### config.mk
export PLATFORM = sky130hd
export DESIGN_NAME = led_glow_sched_flat
export DESIGN_NICKNAME = d
export VERILOG_FILES = /design/src/rtl/led_glow_if.sv /design/src/rtl/led_glow_sched.sv /design/src/flat_wrapper.sv
export SDC_FILE = /design/constraint.sdc
export NUM_CORES = 1
export LEC_CHECK = 0
export CORE_MARGIN = 2
export CORE_UTILIZATION = 54
export DETAILED_ROUTE_END_ITERATION = 8
export GPL_TIMING_DRIVEN = 0
export PLACE_DENSITY = 0.91
export SYNTH_ARGS = -nofsm -noshare
export SYNTH_HDL_FRONTEND = slang
export SYNTH_SLANG_ARGS = --single-unit
### constraint.sdc
create_clock -name clk -period 2.6 [get_ports clk]
set_clock_uncertainty 0.15 [all_clocks]
set_input_delay 0.39 -clock clk [delete_from_list [all_inputs] [get_ports clk]]
set_output_delay 0.39 -clock clk [all_outputs]
set_load 0.005 [all_outputs]
### src/rtl/led_glow_if.sv
// Configuration handshake bundle for led_glow_sched.
// The master offers a sweep; the slave accepts it when idle.
interface led_glow_if;
  logic       cfg_valid;
  logic       cfg_ready;
  logic [1:0] cfg_mode;
  logic [5:0] cfg_start;
  logic [5:0] cfg_end;

  modport master (
    output cfg_valid,
    output cfg_mode,
    output cfg_start,
    output cfg_end,
    input  cfg_ready
  );

  modport slave (
    input  cfg_valid,
    input  cfg_mode,
    input  cfg_start,
    input  cfg_end,
    output cfg_ready
  );
endinterface

### src/rtl/led_glow_sched.sv
// Glow sequencer: ramps one LED at a time up and down with a
// 16-level first-order PWM, stepping across a channel range.
module led_glow_sched #(
  parameter int NOUT     = 55,
  parameter int STEP_DIV = 20
) (
  input  logic            clk,
  input  logic            rst_n,
  led_glow_if.slave       cfg,
  input  logic            abort,
  output logic [NOUT:0]   out,
  output logic            busy,
  output logic [5:0]      active_idx,
  output logic            sweep_done,
  output logic            cfg_err
);

  typedef enum logic [1:0] {
    IDLE,
    RAMP_UP,
    RAMP_DOWN,
    ADVANCE
  } state_t;

  localparam int         NW   = NOUT + 1;
  localparam logic [5:0] NMAX = 6'(NOUT);

  state_t                state;
  logic [1:0]            mode_q;
  logic [5:0]            start_q;
  logic [5:0]            end_q;
  logic                  dir_q;
  logic [3:0]            level;
  logic [STEP_DIV-1:0]   presc;
  logic [4:0]            acc;

  logic                  tick;
  logic                  cfg_bad;
  logic [5:0]            idx_step;
  logic [4:0]            acc_nxt;
  logic [NOUT:0]         pwm_vec;

  assign tick     = &presc;
  assign cfg_bad  = (cfg.cfg_start > NMAX) ||
                    (cfg.cfg_end > NMAX);
  // dir_q=1 walks downward through the channel range
  assign idx_step = dir_q ? active_idx - 6'd1
                          : active_idx + 6'd1;
  assign acc_nxt  = {1'b0, acc[3:0]} + {1'b0, level};
  assign pwm_vec  = NW'(acc[4]) << active_idx;

  assign busy          = (state != IDLE);
  assign cfg.cfg_ready = (state == IDLE);

  always_ff @(posedge clk or negedge rst_n) begin
    if (!rst_n) begin
      state      <= IDLE;
      mode_q     <= 2'd0;
      start_q    <= 6'd0;
      end_q      <= 6'd0;
      dir_q      <= 1'b0;
      level      <= 4'd0;
      presc      <= '0;
      acc        <= 5'd0;
      out        <= '0;
      active_idx <= 6'd0;
      sweep_done <= 1'b0;
      cfg_err    <= 1'b0;
    end else begin
      sweep_done <= 1'b0;
      cfg_err    <= 1'b0;
      out        <= '0;
      if (state != IDLE && abort) begin
        state <= IDLE;
        level <= 4'd0;
        presc <= '0;
        acc   <= 5'd0;
      end else begin
        unique case (state)
          IDLE: begin
            presc <= '0;
            acc   <= 5'd0;
            if (cfg.cfg_valid) begin
              if (cfg_bad) begin
                cfg_err <= 1'b1;
              end else if (cfg.cfg_mode != 2'd0) begin
                mode_q     <= cfg.cfg_mode;
                start_q    <= cfg.cfg_start;
                end_q      <= cfg.cfg_end;
                dir_q      <= cfg.cfg_start > cfg.cfg_end;
                active_idx <= cfg.cfg_start;
                level      <= 4'd0;
                state      <= RAMP_UP;
              end
            end
          end
          RAMP_UP: begin
            presc <= presc + STEP_DIV'(1);
            acc   <= acc_nxt;
            out   <= pwm_vec;
            if (tick) begin
              if (level == 4'hF) state <= RAMP_DOWN;
              else               level <= level + 4'd1;
            end
          end
          RAMP_DOWN: begin
            presc <= presc + STEP_DIV'(1);
            acc   <= acc_nxt;
            if (tick && level == 4'd0) begin
              state <= ADVANCE;
            end else begin
              out <= pwm_vec;
              if (tick) level <= level - 4'd1;
            end
          end
          ADVANCE: begin
            presc <= '0;
            acc   <= 5'd0;
            level <= 4'd0;
            state <= RAMP_UP;
            if (active_idx != end_q) begin
              active_idx <= idx_step;
            end else begin
              sweep_done <= 1'b1;
              case (mode_q)
                2'd1: state <= IDLE;
                2'd2: active_idx <= start_q;
                default: begin
                  start_q <= end_q;
                  end_q   <= start_q;
                  dir_q   <= ~dir_q;
                  // step along the reversed direction
                  if (start_q != end_q)
                    active_idx <= dir_q ? active_idx + 6'd1
                                        : active_idx - 6'd1;
                end
              endcase
            end
          end
        endcase
      end
    end
  end

endmodule

### src/flat_wrapper.sv
// flat-port wrapper written by rule: the top's interface ports become plain ports
module led_glow_sched_flat 
#(
  parameter int NOUT     = 55,
  parameter int STEP_DIV = 20
)
  (clk, rst_n, abort, out, busy, active_idx, sweep_done, cfg_err, cfg_cfg_valid, cfg_cfg_mode, cfg_cfg_start, cfg_cfg_end, cfg_cfg_ready);
  led_glow_if cfg_i ();
  input  logic clk;
  input  logic rst_n;
  input  logic abort;
  output logic [NOUT:0] out;
  output logic busy;
  output logic [5:0] active_idx;
  output logic sweep_done;
  output logic cfg_err;
  input wire logic [$bits(cfg_i.cfg_valid)-1:0] cfg_cfg_valid;
  input wire logic [$bits(cfg_i.cfg_mode)-1:0] cfg_cfg_mode;
  input wire logic [$bits(cfg_i.cfg_start)-1:0] cfg_cfg_start;
  input wire logic [$bits(cfg_i.cfg_end)-1:0] cfg_cfg_end;
  output wire logic [$bits(cfg_i.cfg_ready)-1:0] cfg_cfg_ready;
  assign cfg_i.cfg_valid = cfg_cfg_valid;
  assign cfg_i.cfg_mode = cfg_cfg_mode;
  assign cfg_i.cfg_start = cfg_cfg_start;
  assign cfg_i.cfg_end = cfg_cfg_end;
  assign cfg_cfg_ready = cfg_i.cfg_ready;
  led_glow_sched #(.NOUT(NOUT), .STEP_DIV(STEP_DIV)) u_core (.clk(clk), .rst_n(rst_n), .cfg(cfg_i), .abort(abort), .out(out), .busy(busy), .active_idx(active_idx), .sweep_done(sweep_done), .cfg_err(cfg_err));
endmodule
# After elaboration in Yosys (flattened, before gate mapping)
# Cells that the tools add are included.
[op_classes]
n_addsub = 6
magnitude_cmp = 3
eq_ne = 24
shift = 1
n_mux = 57
bitwise = 3
reduce_logical = 17
[ops]
columns = ["operator", "n"]
rows = [
  ["$mux W56", 2],
  ["$pmux W56 S2", 1],
  ["$mux W6", 14],
  ["$shl A1 B6 Y56", 1],
  ["$pmux W6 S2", 4],
  ["$pmux W20 S2", 1],
  ["$mux W4", 8],
  ["$reduce_and A7 Y1", 3],
  ["$add A20 B1 Y20 const B", 1],
  ["$mux W20", 1],
  ["$reduce_and A20 Y1", 1],
  ["$mux W2", 8],
  ["$pmux W4 S4", 1],
  ["$ne A3 B1 Y1 const B", 5],
  ["$mux W1", 13],
  ["$gt A6 B6 Y1 const B", 2],
  ["$ne A3 B2 Y1 const B", 4],
  ["$ne A6 B6 Y1", 2],
  ["$pmux W5 S2", 1],
  ["$ne A2 B2 Y1 const B", 4],
  ["$pmux W2 S4", 1],
  ["$add A6 B1 Y6 const B", 1],
  ["$eq A2 B2 Y1 const B", 3],
  ["$gt A6 B6 Y1", 1],
  ["20 further kinds", 28],
]
[word_totals]
regBits = 110
in_bits = 18
out_inout_bits = 66
elab_cells = 123

# Depth between registers and ports, before layout
# Gate-level depths: netlist of run 1.
[depth]
depth_word = 6
ltp_mapped = 9
depth_no_buf = 9

# Worst setup path before layout of run 1
# OpenSTA, ideal clock, no wires.
[synth_timing]
path_kind = "reg2reg"
from = "register u_core.active_idx[1]"
to = "register u_core.active_idx[0]"
setup_time_ns = 0.124
arrival_time_ns = 1.861
required_ns = 2.326
path_slack_ns = 0.465
path_stages_with_launch = 8
n_path_buf = 1
period_less_slack_ns = 2.135
path_cell_list = "dfrtp_1 > buf_2 > xor2_1 > nor4_4 > nand2_4 > o31ai_4 > a2111oi_1 > a211o_1"
[synth_between]
elab_chain_cells = 3
word_cells_on_any_way = 6
cone_classes = "eq/ne: 3; mux: 2; reduce/logical: 1"
[synth_rtl]
columns = ["element", "line_no", "rtl"]
rows = [
  ["start: declaration", "led_glow_sched.sv:13", "output logic [5:0] active_idx,"],
  ["start signal: assignment", "led_glow_sched.sv:91", "active_idx <= cfg.cfg_start;"],
  ["start signal: assignment", "led_glow_sched.sv:122", "active_idx <= idx_step;"],
  ["start signal: assignment", "led_glow_sched.sv:127", "2'd2: active_idx <= start_q;"],
  ["$ne A6 B6 Y1 (*)", "led_glow_sched.sv:121", "if (active_idx != end_q) begin"],
  ["$ne A4 B1 Y1 (no line), or another cell as far along", "--", ""],
  ["$reduce_and A7 Y1 (no line) or $pmux W6 S2 (tied branches)", "--", ""],
]
# Every way passes the cells marked *; elsewhere a longest branch is shown, timed or not.
# A chain may end at the register's enable or synchronous reset.

# Worst setup path in the final report of run 1
[layout_timing]
from = "register u_core.state[0]"
to = "register u_core.out[17]"
[layout_between]
elab_chain_cells = 3
word_cells_on_any_way = 6
cone_classes = "eq/ne: 2; mux: 2; reduce/logical: 2"
[layout_rtl]
columns = ["element", "line_no", "rtl"]
rows = [
  ["start: declaration", "led_glow_sched.sv:28", "state_t state;"],
  ["start signal: assignment", "led_glow_sched.sv:57", "state <= IDLE;"],
  ["start signal: assignment", "led_glow_sched.sv:74", "state <= IDLE;"],
  ["start signal: assignment", "led_glow_sched.sv:93", "state <= RAMP_UP;"],
  ["$eq A2 B2 Y1, or another cell as far along", "led_glow_sched.sv:79", "unique case (state)"],
  ["$pmux W56 S2 or $logic_and A1 B1 Y1 (tied branches)", "led_glow_sched.sv:79, led_glow_sched.sv:73", ""],
  ["$mux W56 (*)", "led_glow_sched.sv:73", "if (state != IDLE && abort) begin"],
  ["end signal: assignment", "led_glow_sched.sv:100", "out <= pwm_vec;"],
  ["end signal: assignment", "led_glow_sched.sv:112", "out <= pwm_vec;"],
  ["end: declaration", "led_glow_sched.sv:11", "output logic [NOUT:0] out,"],
]
# Marked as above.

==> flow_metrics.tcl, run 1 <==
set metrics [dict create \
    status "finished clean" \
    die_h_microns 105 \
    cts_sinks 110 \
    fin_cells 769 \
    synthArstFlopShare_pct 100 \
    cp_data_required_time_ns 2.72 \
    vias 4486 \
    port_buffers 83 \
    clockBufferDepth 2 \
    wl_per_cell_microns 16.4 \
    power_per_cell_area_nw_per_um2 929 \
    crit_type "flip-flop to flip-flop" \
    max_freq_mhz 393 \
    dr.pass1.iters 6 \
    synth_cell_types 64 \
    clock_latency_ns 0.38 \
    place_hpwl_microns 9490 \
    setup_violations 0 \
    grt_pass1_vias 4413 \
    vdd_drop_max_mv 0.473 \
    min_period_over_period_pct 98.0 \
    whs_ns 0.330 \
    num_antenna_cells 0 \
    drc_errors 0 \
    die_x_microns 105 \
    synth_edf_count 0 \
    grt_pass1_wl_microns 21200 \
    nFillCells 692 \
    htree_levels 3 \
    dp_cells 752 \
    syn_area_sq_um 5460 \
    die_area_sq_um 10900 \
    grt_antenna_before_repair 0 \
    numCtsBuffers 9 \
    start_util_pct 55.9 \
    core-area_sq_um 9770 \
    yosys-top-cells-area "dfrtp_1 50%, nor3_1 5.4%, ha_1 5.0%" \
    grt_max_degree 81 \
    core.rowCount 36 \
    cts_tree "yes" \
    routed_wl_microns 12600 \
    finalHoldViolations 0 \
    ys_ff_latch 110 \
    syn_to_final_growth_pct 23.5 \
    grt_setup_unrepaired "false" \
    critPathCaptureType "flip-flop" \
    maxCapViolations 0 \
    synth_area_leader_cell "dfrtp_1" \
    cp.arrival_ns 2.67 \
    fin_crit_ns 2.55 \
    syn_avg_cell_area_sq_um 10.2 \
    gp_congestion 0.938 \
    nets 673 \
    tightest_slew_ns 0.696 \
    cp-start-kind "flip-flop" \
    path_clk_slew_ns 0.12 \
    yosys.area.top_type_share_pct 50.4 \
    viasPerCell 5.83 \
    overflow 0 \
    path_max_fanout 8 \
    pin_count 84 \
    relSlewSlack_pct 52.4 \
    synth_ff_type "dfrtp_1" \
    drt_iter0_markers 252 \
    drtAntennaViolNets 0 \
    syn_inst 535 \
    power.leakage_uw 0.00297 \
    track_usage_pct 23.9 \
    drv_slew 0 \
    hold_path.class "input pin to async pin" \
    ys_warn_count 0 \
    cts_root_buf "clkbuf_8" \
    syn-num-nets 577 \
    drive_above_1_share_pct 9.12 \
    seq_area_frac_synth_pct 50.4 \
]
[layer usage]
metal	GRT usage [%]	vias to the layer above	routed length, microns	part of all wire [%]
li1	-	2077	-	-
met4	10.0	0	318	2.5
met1	33.1	2179	5610	45
met2	38.3	198	5930	47
met3	3.24	32	716	5.7
met5	0	-	0	0
[repair_timing]
item | CTS | global route
endpoints found under the hold margin | 30 | 0
endpoints found under the setup margin | 6 | 50
gates cloned | 0 | 0
pin swaps | 0 | 1
gates resized for setup | 2 | 8
buffers inserted | 0 | 1
hold buffers | 1 | 0
[registers in the layout, summed over array words and instances, names as in the netlist]
| register | cells |
|---|---|
| u_core.cfg_err | 1 |
| u_core.start_q | 6 |
| u_core.presc | 20 |
| u_core.level | 4 |
| u_core.mode_q | 2 |
| u_core.end_q | 6 |
| u_core.out | 56 |
| u_core.dir_q | 1 |
| u_core.acc | 5 |
| u_core.active_idx | 6 |
| u_core.state | 2 |
| u_core.sweep_done | 1 |
[metrics by stage]
step / instance area (sq um) / total power (uW) / TNS [ns] / worst slack, ns / util (%)
floorplan: 5460 / 4300 / 0 / 0.465 / -
global placement: 6460 / 5010 / -317.08 / -2.89 / 66.1
detailed placement: 6480 / 5130 / -0.119 / -0.0686 / 66.3
CTS: 6720 / 6210 / 0 / 0.0150 / 68.7
global route: 6740 / 6690 / 0 / 0.00670 / 69.0
finish: 6740 / 6260 / 0 / 0.0529 / 69.0
[layout by cell type, fill, tap and decap left out, drive strengths merged, types with 2 or more instances in the layout]
cell           instances
nand3                 19
a21oi                 17
a22oi                  3
clkinv                 2
and3                  11
buf                   18
nor3                  60
ha                    22
nor2b                  7
a21boi                 3
nand2b                 3
clkdlybuf4s50         82
o21ai                 25
dfrtp                110
nor4                   5
a31oi                  4
xnor2                 11
and2                   5
nand4                  8
a41oi                  3
clkbuf                16
o31ai                  5
nand2                 51
inv                   26
o21a                   3
or3                    2
mux2                   2
and4                   4
fa                     2
a21o                   4
nor2                  42
mux2i                 14
a2111oi                3
xor2                  25
[cell type report]
type,instances,area [sq um],area share [%]
timing repair buffer,86,873,12.9
buffer,22,134,1.99
multi-input combinational,381,2520,37.4
sequential,110,2750,40.8
clock buffer,9,124,1.84
tap,133,166,2.47
clock inverter,7,93.8,1.39
inverter,21,78.8,1.17
[kinds of logic (layout without fill, tap and decap cells)]
kind of cell	Yosys count	after routing	synth area share, %
AO/OA/AOI/OAI	84	84	10.7
XOR/XNOR	36	36	5.91
adder cells (fa/ha/maj)	24	24	5.77
buffers and inverters	44	145	3.96
flip-flops	110	110	50.4
multiplexers	16	16	2.98
AND/OR/NAND/NOR	221	221	20.3
[where the power goes]
| part | leakage [uW] | total [uW] | switching [uW] | internal [uW] |
|---|---|---|---|---|
| combinational | 0.00137 | 2950 | 1800 | 1140 |
| sequential | 0.00149 | 2240 | 297 | 1940 |
| clock | 0.000108 | 1080 | 672 | 404 |
[path summary, 6_finish.rpt]
check | startpoint | endpoint | slack, ns | depth (start not counted)
max | u_core.state[0]$_DFFE_PN0P_ | u_core.out[17]$_DFF_PN0_ | 0.05 | 8
min reg2reg | u_core.presc[0]$_DFF_PN0_ | u_core.presc[0]$_DFF_PN0_ | 0.37 | 1
max in group asynchronous | rst_n | u_core.level[3]$_DFFE_PN0P_ | 1.28 | 3
min in group clk | u_core.presc[0]$_DFF_PN0_ | u_core.presc[0]$_DFF_PN0_ | 0.37 | 1
min | rst_n | u_core.end_q[1]$_DFFE_PN0P_ | 0.33 | 2
max reg2reg | u_core.state[0]$_DFFE_PN0P_ | u_core.out[17]$_DFF_PN0_ | 0.05 | 8
[Yosys cell counts, drive strengths merged (4+ instances only)]
| cell | instances |
|---|---|
| nand2 | 51 |
| nor2 | 42 |
| o31ai | 5 |
| inv | 21 |
| a21oi | 17 |
| nor3 | 60 |
| nor2b | 7 |
| and3 | 11 |
| and2 | 5 |
| dfrtp | 110 |
| clkbuf | 8 |
| a31oi | 4 |
| xnor2 | 11 |
| mux2i | 14 |
| nand4 | 8 |
| ha | 22 |
| nand3 | 19 |
| buf | 15 |
| and4 | 4 |
| nor4 | 5 |
| o21ai | 25 |
| a21o | 4 |
| xor2 | 25 |
[critical path, stage by stage, from the launching register on]
cell,delay (ns)
dfrtp_1,0.42
inv_1,0.15
ha_1,0.32
nand2b_2,0.27
and2_1,0.27
nand2_1,0.10
nor2_2,0.23
nand2_2,0.19
nor3_1,0.33
Note: power is estimated with default switching activity, not from simulation.
==> run 2, diff against run 1 <==
==> constraint.sdc (replaced) <==
create_clock -name clk -period 2.6 [get_ports clk]
set_clock_uncertainty 0.15 [all_clocks]
set_input_delay 0.52 -clock clk [delete_from_list [all_inputs] [get_ports clk]]
set_output_delay 0.52 -clock clk [all_outputs]
set_load 0.005 [all_outputs]
==> results of run 2 <==
The final DEF is identical to that of run 1. Status: finished clean.
Main changes from that run: setup slack after placement -0.0686 ns -> -0.141 ns; hold slack 0.330 ns -> 0.368 ns
==> run 3, diff against run 2 <==
--- a/config.mk
+++ b/config.mk
@@ -5,7 +5,7 @@
 export SDC_FILE = /design/constraint.sdc
 export NUM_CORES = 1
 export LEC_CHECK = 0
-export CORE_MARGIN = 2
+export CORE_MARGIN = 8
 export CORE_UTILIZATION = 54
 export DETAILED_ROUTE_END_ITERATION = 8
 export GPL_TIMING_DRIVEN = 0
==> run 3 against run 2 <==
  * Worst setup slack gained 0.076 ns
  * Utilization shrank 0.17 points
  * Clock power hardly changed
  * Sequential cell count unchanged
  * Clock-buffer cell count stayed put
  * Via count shrank 1.3%
  * Largest cell class unchanged
==> flow_metrics.tcl, run 3 (synthesis results as in run 1) <==
set metrics [dict create \
    nets 673 \
    cp_top_family "simple AND/OR/NAND/NOR gates" \
    grt_setup_unrepaired "true" \
    dr.pass1.iters 5 \
    place_area_sq_um 6480 \
    wl_per_cell_microns 17.5 \
    relSlewSlack_pct 51.0 \
    max_freq_mhz 405 \
    cts_sinks 110 \
    place_ws_ns -0.133 \
    core-area_sq_um 9770 \
    path_clk_slew_ns 0.11 \
    cts_root_buf "clkbuf_8" \
    port_buffers 83 \
    place_hpwl_microns 10100 \
    drc_errors 0 \
    path_buf_inv 1 \
    final_cell_mix "110 x dfrtp_1, 82 x clkdlybuf4s50_1, 59 x nor3_1" \
    pin_count 84 \
    setup_violations 0 \
    power.leakage_uw 0.00296 \
    maxCapViolations 0 \
    power_per_cell_area_nw_per_um2 933 \
    clock_latency_ns 0.38 \
    hold_path.class "flip-flop to flip-flop" \
    viasPerCell 5.76 \
    cp-start-kind "flip-flop" \
    drive_above_1_share_pct 8.33 \
    clockBufferDepth 2 \
    cts_tree "yes" \
    overflow 0 \
    status "finished clean" \
    cp_data_required_time_ns 2.72 \
    gp_congestion 0.933 \
    grt_antenna_before_repair 0 \
    critical_path.cell_chain "inv_1 > ha_2 > nand2b_2 > and2_1 > nand2_1 > nor2_1 > nand2_1 > nor3_1" \
    track_usage_pct 20.7 \
    regMostFlops "u_core.out" \
    fin_crit_ns 2.47 \
    grt_pass1_vias 4423 \
    setup_ws_ns 0.129 \
    slowest_delay_ns 0.42 \
    crit_type "flip-flop to flip-flop" \
    nFillCells 719 \
    grt_pass1_wl_microns 22000 \
    whs_ns 0.392 \
    fin_cells 769 \
    routed_wl_microns 13500 \
    path_max_fanout 8 \
    reg_top3 "u_core.out (56), u_core.presc (20)" \
    numCtsBuffers 9 \
    die_x_microns 117 \
    path_common_cell "nand2_1" \
    cp.arrival_ns 2.59 \
    core.rowCount 36 \
    critPathCaptureType "flip-flop" \
    start_util_pct 55.9 \
    final_common_cell "dfrtp_1" \
    min_period_over_period_pct 95.0 \
    cp_slowest_cell "dfrtp_1" \
    num_antenna_cells 0 \
    grt_max_degree 77 \
    vias 4426 \
    tightest_slew_ns 0.716 \
    die_area_sq_um 13600 \
    largest_reg_flops 56 \
    drv_slew 0 \
    die_h_microns 117 \
    htree_levels 3 \
    dp_cells 752 \
    vdd_drop_max_mv 0.454 \
    drt_iter0_markers 411 \
    finalHoldViolations 0 \
    power_uw 6270 \
    final_area_sq_um 6730 \
    drtAntennaViolNets 0 \
    syn_to_final_growth_pct 23.2 \
]
==> run 3: area by class of cell <==
cell class / instances / area (sq um) / share of cell area, %
Clock buffer: 9 / 124 / 1.84
Multi-Input combinational cell: 381 / 2510 / 37.3
Tap cell: 133 / 166 / 2.47
Sequential cell: 110 / 2750 / 40.9
Timing Repair Buffer: 86 / 873 / 13.0
Inverter: 21 / 78.8 / 1.17
Clock inverter: 7 / 91.3 / 1.36
Buffer: 22 / 134 / 1.99
==> run 3: final timing paths <==
kind                                              from                          end  slack (ns)  depth (start not counted)
setup / recovery           u_core.state[0]$_DFFE_PN0P_      u_core.out[0]$_DFF_PN0_        0.13                          8
hold / removal              u_core.presc[16]$_DFF_PN0_   u_core.presc[16]$_DFF_PN0_        0.39                          2
setup reg to reg           u_core.state[0]$_DFFE_PN0P_      u_core.out[0]$_DFF_PN0_        0.13                          8
hold reg to reg             u_core.presc[16]$_DFF_PN0_   u_core.presc[16]$_DFF_PN0_        0.39                          2
max in group asynchronous                        rst_n  u_core.level[3]$_DFFE_PN0P_        1.11                          3
min in group asynchronous                        rst_n     u_core.out[25]$_DFF_PN0_        0.49                          2
==> run 3: stage by stage <==
stage	setup TNS (ns)	utilization, %
6_report	0	68.8
5_1_grt	-0.913	68.8
4_1_cts	0	68.7
3_5_place_dp	-2.81	66.3
3_3_place_gp	-332.32	66.1
2_1_floorplan	0	-
==> run 3: worst reg2reg max path: cells and delay by family, from the launching register on <==
family,cells,cell delay [ns]
and+or+nand+nor,6,1.37
DFF,1,0.42
adders and majority gates,1,0.29
buffers and inverters,1,0.16
==> run 3: power breakdown <==
group,leakage (uW),switching (uW),internal [uW],total (uW)
clock network,0.000106,662,396,1060
logic,0.00136,1820,1140,2960
registers,0.00149,309,1940,2250
total,0.00296,2790,3480,6270
==> run 3: metal layers <==
layer  vias to the layer above  global-route usage (%)  wire length (microns)
li1                       2073                       -                      -
met5                         -                       0                      0
met3                        32                    3.00                   1020
met4                         0                    9.47                    338
met1                      2126                    26.1                   5730
met2                       195                    34.4                   6380
==> run 3: what timing repair did <==
| action | in CTS | in global routing |
|---|---|---|
| setup buffers | 0 | 1 |
| hold endpoints to repair | 34 | 0 |
| resized for setup | 1 | 4 |
| pin swaps | 0 | 1 |
| gates cloned | 0 | 0 |
| endpoints found under the setup margin | 18 | 69 |
| hold buffers | 1 | 0 |
